$ cat src/rtl/ace_snoop_sequencer_pkg.sv
// Shared types for the coherent snoop sequencer: CR response layout, AC payload types, FSM states.
package ace_snoop_sequencer_pkg;

    localparam int unsigned NB_CORES     = 4;
    localparam int unsigned ADDR_WIDTH   = 32;
    localparam int unsigned CRRESP_WIDTH = 5;

    typedef logic [3:0] acsnoop_t;
    typedef logic [2:0] prot_t;

    // Bit 0 is DataTransfer, bit 4 is WasUnique.
    typedef struct packed {
        logic was_unique;
        logic is_shared;
        logic pass_dirty;
        logic error;
        logic data_transfer;
    } crresp_t;

    typedef enum logic [1:0] {
        IDLE,
        BUSY,
        RESP
    } snoop_seq_state_e;

endpackage

$ cat src/rtl/ace_snoop_sequencer_lzc.sv
// Lowest-set-bit finder (trailing-zero count); returns 0 when no bit is set.
module ace_snoop_sequencer_lzc #(
    parameter int unsigned Width    = 4,
    parameter int unsigned CntWidth = (Width > 1) ? $clog2(Width) : 1
) (
    input  logic [Width-1:0]    in_i,
    output logic [CntWidth-1:0] cnt_o
);

    // Scan downwards so the lowest set index is written last.
    always_comb begin
        cnt_o = '0;
        for (int i = int'(Width) - 1; i >= 0; i--) begin
            if (in_i[i]) begin
                cnt_o = CntWidth'(i);
            end
        end
    end

endmodule

$ cat src/rtl/ace_snoop_sequencer.sv
// Broadcasts one AC snoop to every non-initiating core, collects the CR responses
// and presents a single aggregated result upstream.
module ace_snoop_sequencer
    import ace_snoop_sequencer_pkg::*;
#(
    parameter int unsigned NbCores   = NB_CORES,
    parameter int unsigned AddrWidth = ADDR_WIDTH,
    parameter int unsigned IdxWidth  = (NbCores > 1) ? $clog2(NbCores) : 1
) (
    input  logic                         clk_i,
    input  logic                         rst_ni,
    input  logic                         req_valid_i,
    output logic                         req_ready_o,
    input  logic [AddrWidth-1:0]         req_addr_i,
    input  acsnoop_t                     req_snoop_i,
    input  prot_t                        req_prot_i,
    input  logic [IdxWidth-1:0]          req_initiator_i,
    output logic [NbCores-1:0]           ac_valid_o,
    input  logic [NbCores-1:0]           ac_ready_i,
    output logic [AddrWidth-1:0]         ac_addr_o,
    output acsnoop_t                     ac_snoop_o,
    output prot_t                        ac_prot_o,
    input  logic [NbCores-1:0]           cr_valid_i,
    output logic [NbCores-1:0]           cr_ready_o,
    input  logic [NbCores*CRRESP_WIDTH-1:0] cr_resp_i,
    output logic                         rsp_valid_o,
    input  logic                         rsp_ready_i,
    output logic                         rsp_data_o,
    output logic [IdxWidth-1:0]          rsp_owner_o,
    output logic                         rsp_shared_o,
    output logic                         rsp_dirty_o,
    output logic                         rsp_unique_o,
    output logic                         rsp_error_o
);

    snoop_seq_state_e       state_q, state_d;
    logic [AddrWidth-1:0]   addr_q, addr_d;
    acsnoop_t               snoop_q, snoop_d;
    prot_t                  prot_q, prot_d;
    logic [NbCores-1:0]     tgt_mask_q, tgt_mask_d;
    logic [NbCores-1:0]     ac_sent_q, ac_sent_d;
    logic [NbCores-1:0]     cr_got_q, cr_got_d;
    logic [NbCores-1:0]     data_mask_q, data_mask_d;
    logic                   shared_q, shared_d;
    logic                   dirty_q, dirty_d;
    logic                   unique_q, unique_d;
    logic                   error_q, error_d;

    logic [NbCores-1:0]     ac_hs;
    logic [NbCores-1:0]     cr_hs;
    crresp_t                cr_resp;

    // Handshake-facing outputs decode straight from registers: no request-to-AC path.
    assign req_ready_o  = (state_q == IDLE);
    assign rsp_valid_o  = (state_q == RESP);
    assign ac_valid_o   = tgt_mask_q & ~ac_sent_q;
    assign cr_ready_o   = ac_sent_q & ~cr_got_q;
    assign ac_addr_o    = addr_q;
    assign ac_snoop_o   = snoop_q;
    assign ac_prot_o    = prot_q;
    assign rsp_data_o   = |data_mask_q;
    assign rsp_shared_o = shared_q;
    assign rsp_dirty_o  = dirty_q;
    assign rsp_unique_o = unique_q;
    assign rsp_error_o  = error_q;

    assign ac_hs = ac_valid_o & ac_ready_i;
    assign cr_hs = cr_ready_o & cr_valid_i;

    ace_snoop_sequencer_lzc #(
        .Width    (NbCores),
        .CntWidth (IdxWidth)
    ) i_owner_lzc (
        .in_i  (data_mask_q),
        .cnt_o (rsp_owner_o)
    );

    always_comb begin
        state_d     = state_q;
        addr_d      = addr_q;
        snoop_d     = snoop_q;
        prot_d      = prot_q;
        tgt_mask_d  = tgt_mask_q;
        ac_sent_d   = ac_sent_q;
        cr_got_d    = cr_got_q;
        data_mask_d = data_mask_q;
        shared_d    = shared_q;
        dirty_d     = dirty_q;
        unique_d    = unique_q;
        error_d     = error_q;
        cr_resp     = '0;

        unique case (state_q)
            IDLE: begin
                if (req_valid_i) begin
                    addr_d      = req_addr_i;
                    snoop_d     = req_snoop_i;
                    prot_d      = req_prot_i;
                    // An out-of-range initiator matches no index, so every core is snooped.
                    for (int i = 0; i < int'(NbCores); i++) begin
                        tgt_mask_d[i] = (IdxWidth'(i) != req_initiator_i);
                    end
                    ac_sent_d   = '0;
                    cr_got_d    = '0;
                    data_mask_d = '0;
                    shared_d    = 1'b0;
                    dirty_d     = 1'b0;
                    unique_d    = 1'b0;
                    error_d     = 1'b0;
                    state_d     = BUSY;
                end
            end
            BUSY: begin
                ac_sent_d = ac_sent_q | ac_hs;
                cr_got_d  = cr_got_q | cr_hs;
                for (int i = 0; i < int'(NbCores); i++) begin
                    if (cr_hs[i]) begin
                        cr_resp        = crresp_t'(cr_resp_i[CRRESP_WIDTH*i +: CRRESP_WIDTH]);
                        data_mask_d[i] = cr_resp.data_transfer;
                        shared_d       = shared_d | cr_resp.is_shared;
                        dirty_d        = dirty_d  | cr_resp.pass_dirty;
                        unique_d       = unique_d | cr_resp.was_unique;
                        error_d        = error_d  | cr_resp.error;
                    end
                end
                if ((cr_got_q | cr_hs) == tgt_mask_q) begin
                    state_d = RESP;
                end
            end
            RESP: begin
                if (rsp_ready_i) begin
                    state_d = IDLE;
                end
            end
            default: state_d = IDLE;
        endcase
    end

    always_ff @(posedge clk_i or negedge rst_ni) begin
        if (!rst_ni) begin
            state_q     <= IDLE;
            addr_q      <= '0;
            snoop_q     <= '0;
            prot_q      <= '0;
            tgt_mask_q  <= '0;
            ac_sent_q   <= '0;
            cr_got_q    <= '0;
            data_mask_q <= '0;
            shared_q    <= 1'b0;
            dirty_q     <= 1'b0;
            unique_q    <= 1'b0;
            error_q     <= 1'b0;
        end else begin
            state_q     <= state_d;
            addr_q      <= addr_d;
            snoop_q     <= snoop_d;
            prot_q      <= prot_d;
            tgt_mask_q  <= tgt_mask_d;
            ac_sent_q   <= ac_sent_d;
            cr_got_q    <= cr_got_d;
            data_mask_q <= data_mask_d;
            shared_q    <= shared_d;
            dirty_q     <= dirty_d;
            unique_q    <= unique_d;
            error_q     <= error_d;
        end
    end

endmodule

$ cat config.mk
export PLATFORM = sky130hd
export DESIGN_NAME = ace_snoop_sequencer
export DESIGN_NICKNAME = d
export VERILOG_FILES = /design/src/rtl/ace_snoop_sequencer_pkg.sv /design/src/rtl/ace_snoop_sequencer_lzc.sv /design/src/rtl/ace_snoop_sequencer.sv
export SDC_FILE = /design/constraint.sdc
export NUM_CORES = 1
export LEC_CHECK = 0
export BUFFER_PORTS_ARGS = -buffer_cell sky130_fd_sc_hd__buf_2
export CAP_MARGIN = 25
export CORE_MARGIN = 8
export CORE_UTILIZATION = 39
export DETAILED_ROUTE_END_ITERATION = 6
export GPL_TIMING_DRIVEN = 0
export PLACE_DENSITY = 0.66
export SYNTH_ARGS = -nofsm -noshare
export SYNTH_HDL_FRONTEND = slang
export SYNTH_HIERARCHICAL = 1
export SYNTH_SLANG_ARGS = --single-unit
$ cat constraint.sdc
create_clock -name clk_i -period 1.61 [get_ports clk_i]
set_input_delay 0.0805 -clock clk_i [delete_from_list [all_inputs] [get_ports clk_i]]
set_output_delay 0.0805 -clock clk_i [all_outputs]
set_load 0.03 [all_outputs]
Word level (Yosys, flattened, before mapping). Index checks and enable logic that the tools add are counted.

Register bits after elaboration: 61. Input bits: 73. Output and inout bits: 56. Logic and storage cells: 112.

Eq/ne operators: 13. Muxes and demuxes: 49. Bitwise operators: 24. Reductions and logical operators: 11.

Operator list (number): $mux W1 (33); $pmux W4 S2 (3); $and A4 B4 Y4 (4); $or A1 B1 Y1 (16); $reduce_and A3 Y1 (5); $mux W2 (7); $ne A2 B2 Y1 const B (6); $not A4 Y4 (2); $or A4 B4 Y4 (2); $pmux W1 S2 (4); $pmux W2 S3 (1); $eq A4 B4 Y1 (1); $mux W4 (1); $ne A2 B2 Y1 const A (2); $reduce_and A2 Y1 (2); $reduce_bool A2 Y1 (2); $reduce_or A4 Y1 (1); $eq A2 B1 Y1 const B (1); $eq A2 B2 Y1 const B (1); $logic_not A2 Y1 (1); $ne A1 B2 Y1 const A (1); $ne A2 B1 Y1 const B (1).

Logic depth before layout (Yosys ltp). Gate-level depths: netlist of the first run.

Depth after elaboration: 14. Mapped depth: 6. Depth with buffers taken out: 4.

Modules after synthesis. Netlist of the first run, hierarchy kept.

By module, submodules not included: ace_snoop_sequencer (times used 1, cells an instance 279, area each 2600.0 um^2, seq. area each 1526.5 um^2); ace_snoop_sequencer_lzc (times used 1, cells an instance 5, area each 27.5 um^2, seq. area each 0.0 um^2).

Worst setup path after synthesis of the first run. OpenSTA, ideal clock, no wires.

Path type: register -> register. Start point: register state_q[0]. End point: register addr_q[24], in the netlist ac_addr_o[24]. Library setup time: 0.117 ns. Arrival: 1.295 ns. Required time: 1.493 ns. Slack: 0.198 ns. Cell stages (with the launch flop): 7. Path buffers: 2. Period minus slack after synthesis: 1.412 ns. Cell sequence: dfrtp_1 nor2_2 nand2_1 buf_2 buf_2 nand2_1 nand2_1.

Word-level cells in the longest chain between the ends: 2.

Ends and longest elaborated chain: from (decl) (RTL line ace_snoop_sequencer.sv:36) `snoop_seq_state_e state_q, state_d;`; from (signal assigned) (RTL line ace_snoop_sequencer.sv:154) `state_q <= state_d;`; $logic_not A2 Y1; net req_ready_o (RTL line ace_snoop_sequencer.sv:13) `output logic req_ready_o,`; $reduce_and A2 Y1 (no line); to (signal assigned) (RTL line ace_snoop_sequencer.sv:155) `addr_q <= addr_d;`; to (decl) (RTL line ace_snoop_sequencer.sv:37) `logic [AddrWidth-1:0] addr_q, addr_d;`.

The timed path passes the listed nets, and every way through them passes these cells. A chain may end at the register's enable or synchronous reset.

Final worst setup path of the first run.
Start point: register data_mask_q[0]. End point: output rsp_data_o.

Word-level cells in the longest chain between the ends: 1.

Ends and longest elaborated chain: from (decl) (RTL line ace_snoop_sequencer.sv:43) `logic [NbCores-1:0] data_mask_q, data_mask_d;`; from (signal assigned) (RTL line ace_snoop_sequencer.sv:161) `data_mask_q <= data_mask_d;`; $reduce_or A4 Y1 (RTL line ace_snoop_sequencer.sv:61) `assign rsp_data_o = |data_mask_q;`; to (decl) (RTL line ace_snoop_sequencer.sv:28) `output logic rsp_data_o,`.

Every way passes these cells.

==> impl_metrics.env, run 1 <==
export IMPL_outcome="complete, no violations"
export IMPL_htree_levels=3
export IMPL_grt_max_degree=37
export IMPL_power_share_switching_pct=45.9
export IMPL_cts_tree="done"
export IMPL_gp_congestion=0.758
export IMPL_layout_area_seq_mm2=0.00153
export IMPL_finalWorstSetupSlack_ps=94.7
export IMPL_power_frac_seq_pct=32.0
export IMPL_drc_errors=0
export IMPL_coreArea_mm2=0.00664
export IMPL_clock_tree_buffer_depth=2
export IMPL_final_fill_count=599
export IMPL_hold_path_class="in2reg"
export IMPL_final_nets=544
export IMPL_io_pins=129
export IMPL_setup_tns_ps=0
export IMPL_gr_total_overflow=0
export IMPL_place_hpwl_mm=5.61
export IMPL_grt_use_total_pct=17.3
export IMPL_yosysSeqAreaShare_pct=58.1
export IMPL_maxCapViolCount=0
export IMPL_firstDrtPassIters=4
export IMPL_cts_num_sinks=61
export IMPL_crit_slowest_cell="or4_1"
export IMPL_synth_area_mm2=0.00263
export IMPL_timing_fmax_mhz=660
export IMPL_crit_path_start_kind="flip-flop"
export IMPL_required_ps=1530
export IMPL_crit_path_max_fanout=4
export IMPL_hold_violations=0
export IMPL_vdd_drop_max_v=0.000977
export IMPL_wl_per_cell_um=14.3
export IMPL_drive_above_1_share_pct=35.5
export IMPL_synth_edff_count=0
export IMPL_cts_root_buf="clkbuf_8"
export IMPL_ys_flop_type="dfrtp_1"
export IMPL_cp_end_kind="output port"
export IMPL_clkPwrFrac_pct=17.8
export IMPL_power_switching_uw=3960
export IMPL_netlist_instances=284
export IMPL_leakage_uw=0.00220
export IMPL_areaGrowthSynthToFinish_pct=55.4
export IMPL_start_util_pct=39.5
export IMPL_clk_latency_ps=330
export IMPL_path_cells="or4_1, buf_2"
export IMPL_die_y_um=98.1
export IMPL_first_global_vias=2827
export IMPL_setup_viol=0
export IMPL_worstMarginPinSlew_ps=609
export IMPL_drv_slew=0
export IMPL_max_stage_delay_ps=500
export IMPL_maxSlewHeadroom_pct=59.4
export IMPL_total_power_uw=8620
export IMPL_dr_first_iter_drc_count=47
export IMPL_rsz0062_at_grt="no"
export IMPL_arrival_ps=1430
export IMPL_comb_power_share_pct=50.2
export IMPL_diodes=0
export IMPL_pwr_density_cell_mw_per_mm2=2110
export IMPL_vias=2548
export IMPL_cts_buffers=9
export IMPL_ys_seq_elements=61
export IMPL_wl_mm=7.96
export IMPL_async_flop_share_pct=100
export IMPL_internal_power_uw=4660
export IMPL_port_buffers=128
export IMPL_cts_resized=0
export IMPL_antenna_found_initial=0
export IMPL_antenna_left=0
export IMPL_synth_avg_cell_area_um2=9.25
export IMPL_fp_dieW_um=98.1
export IMPL_dpl_worst_slack_ps=245
export IMPL_multi_input_area_mm2=0.00101
export IMPL_grt_pass1_wl_mm=13.5
export IMPL_clk_pin_slew_ps=70
export IMPL_timing_worst_setup_path_type="reg2out"
export IMPL_min_period_ps=1520
export IMPL_yosysWarnings=6
export IMPL_fin_crit_sh_pct=94.1
export IMPL_num_rows=30
export IMPL_synth_fp_nets=357
export IMPL_ys_types=28
export IMPL_fp_dieArea_mm2=0.00962
export IMPL_skew_ps=9.09
export IMPL_vias_per_cell=4.58
-- placed cells by master (no fill, tap or decap), types with 3 or more instances in the layout --
cell	instances
a21oi_2	3
a221oi_2	4
a22o_1	5
a31oi_1	8
and2_1	3
buf_2	131
buf_4	5
clkbuf_1	3
clkbuf_8	11
dfrtp_1	61
dlygate4sd3_1	47
inv_1	4
nand2_1	130
nor2_1	17
nor2b_1	8
o21ai_1	8
xnor2_1	4
-- area by class of cell --
class,instances,share of cell area [%]
timing repair buffer,176,27.7
sequential,61,37.4
buffer,12,1.87
multi-input combinational,207,24.7
clock inverter,4,1.72
tap,80,2.45
inverter,4,0.368
clock buffer,12,3.80
-- what timing repair did --
action,CTS,global route
setup buffers,0,0
hold buffers,47,0
endpoints found under the hold margin,72,0
setup endpoints to repair,0,0
-- sequential cells by signal (all words and copies together) (netlist names) --
| register | flops |
|---|---|
| ac_addr_o | 32 |
| ac_prot_o | 3 |
| ac_sent_q | 4 |
| ac_snoop_o | 4 |
| cr_got_q | 4 |
| data_mask_q | 4 |
| rsp_dirty_o | 1 |
| rsp_error_o | 1 |
| rsp_shared_o | 1 |
| rsp_unique_o | 1 |
| state_q | 2 |
| tgt_mask_q | 4 |
-- cells in the mapped netlist, drive strengths merged, types with 4 or more instances --
| cell type | count | area (µm²) |
|---|---|---|
| a21oi | 5 | 36.3 |
| inv | 4 | 15.0 |
| a22o | 5 | 43.8 |
| o21ai | 9 | 45.0 |
| nor2 | 18 | 70.1 |
| xnor2 | 4 | 35.0 |
| nor2b | 8 | 50.1 |
| nand2 | 130 | 488 |
| a31oi | 8 | 50.1 |
| and3b | 4 | 42.5 |
| buf | 9 | 63.8 |
| dfrtp | 61 | 1530 |
| a221oi | 4 | 60.1 |
| and2 | 5 | 33.8 |
-- critical path, delay by kind of cell, from the launching register on --
| kind | cells | cell delay [ps] |
|---|---|---|
| buffers and inverters | 1 | 190 |
| flip-flops | 1 | 420 |
| AND/OR/NAND/NOR | 1 | 500 |
-- logic make-up (layout without fill, tap and decap cells) --
| kind of cell | after synthesis | count (layout) | synth area share (%) |
|---|---|---|---|
| compound gates | 31 | 31 | 8.95 |
| xor+xnor | 4 | 4 | 1.33 |
| simple gates | 172 | 172 | 28.1 |
| flops | 61 | 61 | 58.1 |
| buf+inv | 16 | 208 | 3.48 |
-- through the flow --
step                util, %  std cells  hold WS, ps  instance area [µm²]
floorplan                 -        284         -215                 2630
global placement       50.7        492          269                 3370
detailed placement     51.0        493          133                 3390
CTS                    61.5        556         3.11                 4080
global route           61.5        556         25.3                 4080
finish                 61.5        556         22.8                 4080
-- per-layer routing --
layer	track usage (%)	up-vias	wire [µm]
met1	18.4	1154	3280
met4	7.79	0	161
li1	-	1287	-
met3	6.83	15	689
met5	0	-	0
met2	29.6	92	3830
-- path summary, 6_finish.rpt --
check	to	cells past startpoint	slack, ps	start
setup / recovery	rsp_data_o	2	90	data_mask_q[0]$_DFFE_PN0P_
hold / removal	ac_sent_q[0]$_DFFE_PN0P_	3	20	ac_ready_i[0]
setup reg to reg	ac_addr_o[3]$_DFFE_PN0P_	6	270	state_q[0]$_DFFE_PN0P_
hold reg to reg	ac_addr_o[1]$_DFFE_PN0P_	2	470	ac_addr_o[1]$_DFFE_PN0P_
max in group asynchronous	ac_sent_q[3]$_DFFE_PN0P_	3	710	rst_ni
min in group asynchronous	data_mask_q[0]$_DFFE_PN0P_	2	290	rst_ni
-- power groups by stage --
stage / Sequential (µW) / Combinational [µW] / Clock [µW]
2_1_floorplan: 3730 / 1990 / 0
3_3_place_gp: 2720 / 4230 / 0
3_5_place_dp: 2760 / 4300 / 0
4_1_cts: 2750 / 4380 / 1580
5_1_grt: 2870 / 4750 / 1630
6_report: 2760 / 4320 / 1540
Note: power is estimated with default switching activity, not from simulation.
==> inputs of run 2 (changes only) <==
--- a/config.mk
+++ b/config.mk
@@ -13,4 +13,5 @@
 export GPL_TIMING_DRIVEN = 0
 export PLACE_DENSITY = 0.66
+export RECOVER_POWER = 25
 export SYNTH_ARGS = -nofsm -noshare
 export SYNTH_HDL_FRONTEND = slang
==> constraint.sdc (replaced) <==
create_clock -name clk_i -period 1.61 [get_ports clk_i]
set_input_delay 0.322 -clock clk_i [delete_from_list [all_inputs] [get_ports clk_i]]
set_output_delay 0.322 -clock clk_i [all_outputs]
set_load 0.03 [all_outputs]
==> run 2 against run 1 <==
  * The run now ends with setup timing left
  * Utilization decreased by 6.8 points
  * Final cell count decreased by 8.1%
  * Die area did not move
  * Clock skew hardly changed
  * Fmax down 12%
  * Sequential cell count did not move
  * First-iteration DRC count down 13%
  * Global-route usage down 1.7 points
  * Sequential share of layout area up 4.7 points
  * Critical path type unchanged
  * Critical endpoint unchanged
  * Largest power group unchanged
  * Highest routed layer unchanged
==> impl_metrics.env, run 2 (synthesized netlist as in run 1, its figures left out) <==
export IMPL_outcome="finished with violations"
export IMPL_violations="setup timing"
export IMPL_critPathTopFamily="simple AND/OR/NAND/NOR gates"
export IMPL_hold_violations=0
export IMPL_hold_path_class="in2reg"
export IMPL_gp_congestion=0.758
export IMPL_largest_reg_flops=32
export IMPL_cts_root_buf="clkbuf_8"
export IMPL_final_nets=499
export IMPL_htree_levels=3
export IMPL_fp_dieW_um=98.1
export IMPL_pwr_density_cell_mw_per_mm2=2370
export IMPL_dpl_cell_area_mm2=0.00339
export IMPL_port_buffers=128
export IMPL_grt_max_degree=37
export IMPL_drv_slew=0
export IMPL_skew_ps=8.87
export IMPL_firstDrtPassIters=4
export IMPL_max_stage_delay_ps=540
export IMPL_multi_input_area_mm2=0.00101
export IMPL_critPathLaunch="data_mask_q[1]$_DFFE_PN0P_"
export IMPL_num_rows=30
export IMPL_drive_above_1_share_pct=39.7
export IMPL_mostFrequentLayoutCell="nand2_1"
export IMPL_arrival_ps=1400
export IMPL_fp_dieArea_mm2=0.00962
export IMPL_vias=2366
export IMPL_grt_use_total_pct=15.7
export IMPL_crit_path_max_fanout=2
export IMPL_io_pins=129
export IMPL_cp_end_kind="output port"
export IMPL_fin_crit_sh_pct=107
export IMPL_leakage_uw=0.00201
export IMPL_reg2reg_slack_ps=270
export IMPL_required_ps=1290
export IMPL_clock_tree_buffer_depth=2
export IMPL_areaGrowthSynthToFinish_pct=38.2
export IMPL_drc_errors=0
export IMPL_fin_area_mm2=0.00363
export IMPL_antenna_left=0
export IMPL_timing_worst_setup_path_type="reg2out"
export IMPL_finalWorstSetupSlack_ps=-116
export IMPL_coreArea_mm2=0.00664
export IMPL_clk_pin_slew_ps=70
export IMPL_maxSlewHeadroom_pct=6.24
export IMPL_place_hpwl_mm=5.61
export IMPL_layout_area_seq_mm2=0.00153
export IMPL_vdd_drop_max_v=0.00101
export IMPL_antenna_found_initial=0
export IMPL_cts_tree="done"
export IMPL_gr_total_overflow=0
export IMPL_rsz0062_at_grt="yes"
export IMPL_final_fill_count=654
export IMPL_first_global_vias=2576
export IMPL_worstMarginPinSlew_ps=1410
export IMPL_crit_path_start_kind="flip-flop"
export IMPL_start_util_pct=39.5
export IMPL_setup_viol=1
export IMPL_diodes=0
export IMPL_die_y_um=98.1
export IMPL_wl_mm=7.32
export IMPL_cp_num_buf_inv=1
export IMPL_maxCapViolCount=0
export IMPL_timing_fmax_mhz=579
export IMPL_vias_per_cell=4.63
export IMPL_grt_pass1_wl_mm=12.2
export IMPL_dr_first_iter_drc_count=41
export IMPL_hp_start="req_addr_i[10]"
export IMPL_final_core_util_pct=54.7
export IMPL_rr_startpoint="state_q[0]$_DFFE_PN0P_"
export IMPL_min_period_ps=1730
export IMPL_cts_buffers=9
export IMPL_path_cells="or4_4, buf_6"
export IMPL_wl_per_cell_um=14.3
export IMPL_crit_slowest_cell="or4_4"
export IMPL_cts_num_sinks=61
export IMPL_mostFrequentLayoutCells="nand2_1, buf_2, dfrtp_1, nor2_1, clkbuf_8"
export IMPL_clk_latency_ps=330
## run 2: worst paths after layout
path / end / cells past startpoint
max: rsp_data_o / 2
min: ac_addr_o[10]$_DFFE_PN0P_ / 3
max reg2reg: ac_snoop_o[0]$_DFFE_PN0P_ / 6
min reg2reg: ac_addr_o[1]$_DFFE_PN0P_ / 2
max in group asynchronous: ac_addr_o[24]$_DFFE_PN0P_ / 2
min in group asynchronous: data_mask_q[0]$_DFFE_PN0P_ / 1
## run 2: metal layers
metal / GRT usage, % / routed length, µm / up-vias
met5: 0 / 0 / -
met4: 7.19 / 106 / 0
met3: 7.04 / 737 / 11
met2: 25.2 / 3370 / 86
met1: 17.4 / 3100 / 1075
li1: - / - / 1194
## run 2: area by class of cell
class / count / area share [%]
clock inverters: 4 / 1.93
plain buffers: 12 / 2.10
inverters: 4 / 0.414
flip-flops and latches: 61 / 42.0
well taps: 80 / 2.76
multi-input cells: 207 / 27.9
repair buffers: 131 / 18.6
clock buffers: 12 / 4.27
## run 2: what timing repair did
item                       4_1_cts  5_1_grt
resized for setup                3        1
cloned                           0        0
setup endpoints to repair        1        2
hold buffers                     0        0
setup buffers                    2        0
## run 2: worst reg2reg max path: cells and delay by family, from the launching register on
family | cells | cell delay (ps)
and+or+nand+nor | 4 | 420
DFF | 1 | 410
buffers and inverters | 2 | 390
## run 2: where the power goes
group          internal, µW  leakage, µW  total (µW)  switching, µW
Clock                   952     0.000116        1540            590
Sequential             2260     0.000742        2740            477
Combinational          1450      0.00115        4320           2860
## run 2: stage by stage
stage	worst slack, ps	TNS, ps	total power (µW)	hold slack [ps]	cells
2_1_floorplan	186	0	5720	26.4	284
3_3_place_gp	12.5	0	6950	453	492
3_5_place_dp	201	0	7050	375	493
4_1_cts	-120	-120	8720	5.03	511
5_1_grt	-142	-142	9220	159	511
6_report	-116	-116	8600	175	511
